### src/rtl/input_module.sv
// Decimal keypad entry: accumulates BCD digits into a 32-bit binary value and hands it off with a valid/ack pair.
// Optional signed entry is enabled by defining INPUT_MODULE_SIGN_EN, which adds the neg_key port.
module input_module #(
    parameter int MAX_DIGITS = 10
) (
    input  logic        clock,
    input  logic        reset,
    input  logic [3:0]  digit_in,
    input  logic        digit_valid,
    input  logic        enter,
    input  logic        clear,
    input  logic        value_ack,
`ifdef INPUT_MODULE_SIGN_EN
    input  logic        neg_key,
`endif
    output logic        ready,
    output logic [31:0] value_out,
    output logic        value_valid,
    output logic        overflow,
    output logic [3:0]  digit_count
);

    typedef enum logic [1:0] {EMPTY, ENTRY, DONE} state_t;

    state_t      state_q, state_d;
    logic [31:0] acc_q, acc_d;
    logic [31:0] value_q, value_d;
    logic        valid_q, valid_d;
    logic        ovf_q, ovf_d;
    logic [3:0]  cnt_q, cnt_d;
    logic        neg_q, neg_d;

    logic [35:0] prod;
    logic [35:0] limit;
    logic [31:0] commit_val;
    logic        commit_over;
    logic        digit_ok;

    assign ready       = (state_q != DONE);
    assign value_out   = value_q;
    assign value_valid = valid_q;
    assign overflow    = ovf_q;
    assign digit_count = cnt_q;

    // acc*10 + digit without a multiplier; 36 bits so the overflow test never wraps
    assign prod     = ({4'b0, acc_q} << 3) + ({4'b0, acc_q} << 1) + {32'b0, digit_in};
    assign digit_ok = (digit_in <= 4'd9);

`ifdef INPUT_MODULE_SIGN_EN
    assign limit       = neg_q ? 36'h0_8000_0000 : 36'h0_7FFF_FFFF;
    // the sign can flip after digits were taken, so re-check the range on commit
    assign commit_over = ({4'b0, acc_q} > limit);
    assign commit_val  = neg_q ? (32'd0 - acc_q) : acc_q;
`else
    assign limit       = 36'h0_FFFF_FFFF;
    assign commit_over = 1'b0;
    assign commit_val  = acc_q;
`endif

    always_comb begin
        state_d = state_q;
        acc_d   = acc_q;
        value_d = value_q;
        valid_d = valid_q;
        ovf_d   = ovf_q;
        cnt_d   = cnt_q;
        neg_d   = neg_q;

        if (ready) begin
            if (clear) begin
                state_d = EMPTY;
                acc_d   = 32'd0;
                cnt_d   = 4'd0;
                ovf_d   = 1'b0;
                neg_d   = 1'b0;
            end else if (enter) begin
                value_d = commit_val;
                valid_d = 1'b1;
                ovf_d   = ovf_q | commit_over;
                state_d = DONE;
            end else if (digit_valid && digit_ok) begin
                if (int'(cnt_q) >= MAX_DIGITS || prod > limit) begin
                    ovf_d = 1'b1;
                end else begin
                    acc_d   = prod[31:0];
                    cnt_d   = cnt_q + 4'd1;
                    state_d = ENTRY;
                end
            end
`ifdef INPUT_MODULE_SIGN_EN
            if (!clear && !enter && neg_key)
                neg_d = ~neg_q;
`endif
        end else if (value_ack) begin
            state_d = EMPTY;
            acc_d   = 32'd0;
            cnt_d   = 4'd0;
            valid_d = 1'b0;
            ovf_d   = 1'b0;
            neg_d   = 1'b0;
        end
    end

    always_ff @(posedge clock) begin
        if (!reset) begin
            state_q <= EMPTY;
            acc_q   <= 32'd0;
            value_q <= 32'd0;
            valid_q <= 1'b0;
            ovf_q   <= 1'b0;
            cnt_q   <= 4'd0;
            neg_q   <= 1'b0;
        end else begin
            state_q <= state_d;
            acc_q   <= acc_d;
            value_q <= value_d;
            valid_q <= valid_d;
            ovf_q   <= ovf_d;
            cnt_q   <= cnt_d;
            neg_q   <= neg_d;
        end
    end

endmodule

### config.mk
export PLATFORM = sky130hd
export DESIGN_NAME = input_module
export DESIGN_NICKNAME = d
export VERILOG_FILES = /design/src/rtl/input_module.sv
export SDC_FILE = /design/constraint.sdc
export NUM_CORES = 1
export LEC_CHECK = 0
export BUFFER_PORTS_ARGS = -buffer_cell sky130_fd_sc_hd__buf_4
export CORE_UTILIZATION = 54
export CTS_CLUSTER_DIAMETER = 100
export DETAILED_ROUTE_END_ITERATION = 12
export GPL_ROUTABILITY_DRIVEN = 0
export PLACE_DENSITY = 0.83
export SKIP_CTS_REPAIR_TIMING = 1
export SLEW_MARGIN = 5
export SYNTH_ARGS = -nofsm -noshare
export SYNTH_HDL_FRONTEND = slang
export SYNTH_SLANG_ARGS = --single-unit
### constraint.sdc
create_clock -name clock -period 4.35 [get_ports clock]
set_clock_uncertainty 0.05 [all_clocks]
set_input_delay 1.0875 -clock clock [delete_from_list [all_inputs] [get_ports clock]]
set_output_delay 1.0875 -clock clock [all_outputs]
set_load 0.01 [all_outputs]
==> impl_results.md <==
* Worst setup EP type: flop
* Synthesis-stage register bit count at 72
* Pwr Density at 216.6 nW/um^2
* WP data arrival at 4400 ps
* Setup ws final at 198.0 ps
* GRT Total Usage at 0.2719
* Hold crit path type: reg -> reg
* Longest Clk Path Bufs at 2
* Top-area cell type share of the netlist area at 0.2925
* Share of cells above drive strength 1 at 0.1505
* F_max at 240.9 MHz
* WS Path Type: in -> reg
* Worst slew pin tran at 1103 ps
* Post-synth cell types at 61
* CTS tree: yes
* Post-synth top area cell: dfxtp_1
* Relative slew slack at 0.2632
* EDFF count, synth at 0
* Inserted Diodes at 0
* Synth Warn # at 0
* Hold slack at 401.6 ps
* Sequential fraction of the synthesis area at 0.2925
* DP Wirelength at 9188 um
* First-pass GRT wire length at 21,190 um
* Vias at 4,611
* Outcome: finished, final reports clean
* Fillers at 733
* Clock-pin slew on the worst setup and hold paths at 80 ps
* TritonRoute pass-1 iters at 5
* Crit start category: input pin
* WL per Instance at 16.58 um
* Cell with the most instances after synthesis: nand2_1
* CP required at 4600 ps
* Most frequent cells after synthesis: 96 x nand2_1, 72 x dfxtp_1, 70 x a21oi_1
* Fin. Hold Viols at 0
* Peak VDD IR at 0.1191 mV
* Clock Latency Late Sink at 360 ps
* Vias in the first global route at 4,586
* Largest net degree at the start of global routing at 42
* LEAKAGE at 0.002547 uW
* Final wirelength at 12,370 um
* Syn Std Cell Area at 4927 sq um
* # nets final at 711
* Period utilization at 0.9545
* Ports at 49
* Final TNS setup at 0 ps
* GRT overflow at 0
* Synth area leaders: dfxtp_1 29%, ha_1 17%, nand2_1 7.3%, a21oi_1 7.1%, a22o_1 4.6%
* Tot Pwr at 1212 uW
* H-tree Lvls at 3
* Die Area at 9510 sq um
* Final setup viols at 0
* Max-slew violation count at 0
* Vias per Instance at 6.181
* Area growth, synth to finish at 13.51%
* Cell count after synthesis at 591
* Placeable core area at 8763 sq um
* Cts bufs inserted at 9
* Max-cap violation count at 0
* Initial antenna violation count at 0
* DRT antenna net count at 0
* Period minus WS final at 4152 ps
* Main synth FF type: dfxtp_1
* RSZ-0062 raised after global routing: no
* Floorplan row count at 34
* Die W at 97.52 um
* Synthesized area per cell at 8.337 sq um
* Die height at 97.52 um
* Num Clock Sinks at 72
* Post-synth ARST share at 0
* DP Worst Slack at -224.0 ps
* PortBufs at 48
* Initial Util at 0.5623
* Iteration-0 DRC Markers at 244
* Remaining DRCs at 0
* Syn nets at 668
* Worst-path maximum fanout at 14
* Clk root buf: clkbuf_8
-- logic make-up (layout without fill, tap and decap cells) --
kind of cell | Yosys count | after routing | share of synthesized area
buffers and inverters | 52 | 99 | 0.05028
adders and majority gates | 67 | 67 | 0.1732
AOI/OAI and AO/OA | 182 | 182 | 0.2466
DFF | 72 | 72 | 0.2925
and+or+nand+nor | 186 | 186 | 0.1795
xor gates and xnor gates | 29 | 29 | 0.05155
muxes | 3 | 3 | 0.006348
-- cells in the final DEF (no fill, tap or decap), types with 18 or more instances in the layout --
| cell type | instances |
|---|---|
| nor2_1 | 24 |
| buf_4 | 61 |
| dfxtp_1 | 72 |
| inv_1 | 20 |
| a22o_1 | 26 |
| xnor2_1 | 18 |
| ha_1 | 65 |
| a21oi_1 | 70 |
| nand2_1 | 96 |
| o21ai_0 | 20 |
-- critical path: stages --
cell	delay (ps)
buf_4	80
inv_1	40
fa_1	590
inv_1	70
ha_1	300
a211oi_1	270
o211ai_1	210
a31oi_1	170
o21ai_1	140
a31oi_1	270
xnor2_1	220
nand4b_4	220
nor2b_2	380
buf_12	200
a22o_1	150
-- where the power goes --
group | internal (uW) | switching [uW] | total (uW)
Combinational | 26.7 | 51.0 | 77.7
Sequential | 661 | 2.16 | 663
Clock | 204 | 267 | 471
-- per-layer routing --
layer | track usage | up-vias | share of wire
met5 | 0 | - | 0
met4 | 0.1380 | 0 | 0.035
met3 | 0.03525 | 42 | 0.042
met2 | 0.4653 | 151 | 0.49
met1 | 0.3332 | 2181 | 0.43
li1 | - | 2237 | -
-- layout make-up --
cell class	count	area [sq um]	share of cell area
Tap cell	108	135.1	0.02416
Clock buffer	10	127.6	0.02282
Multi-Input combinational cell	467	3261	0.5830
Sequential cell	72	1441	0.2577
Inverter	20	75.07	0.01342
Timing Repair Buffer	64	518.0	0.09262
Clock inverter	5	35.03	0.006264
-- final timing paths --
kind | start | end | slack [ps] | cells past startpoint
setup / recovery | digit_in[3] | acc_q[2] | 200 | 15
hold / removal | overflow | overflow | 400 | 2
setup reg to reg | acc_q[0] | acc_q[27] | 580 | 13
hold reg to reg | overflow | overflow | 400 | 2
-- flip-flops by register name, indices dropped and copies added, names as in the netlist --
signal / cells
acc_q: 32
digit_count: 4
overflow: 1
state_q: 2
value_out: 32
value_valid: 1
-- through the flow --
stage | cells | utilization | instance area (sq um)
final | 746 | 0.6382 | 5593
after global routing | 746 | 0.6382 | 5593
after CTS | 746 | 0.6359 | 5573
after detailed placement | 731 | 0.6174 | 5410
after global placement | 731 | 0.6174 | 5410
after floorplan | 591 | - | 4927
Note: power is estimated with default switching activity, not from simulation.
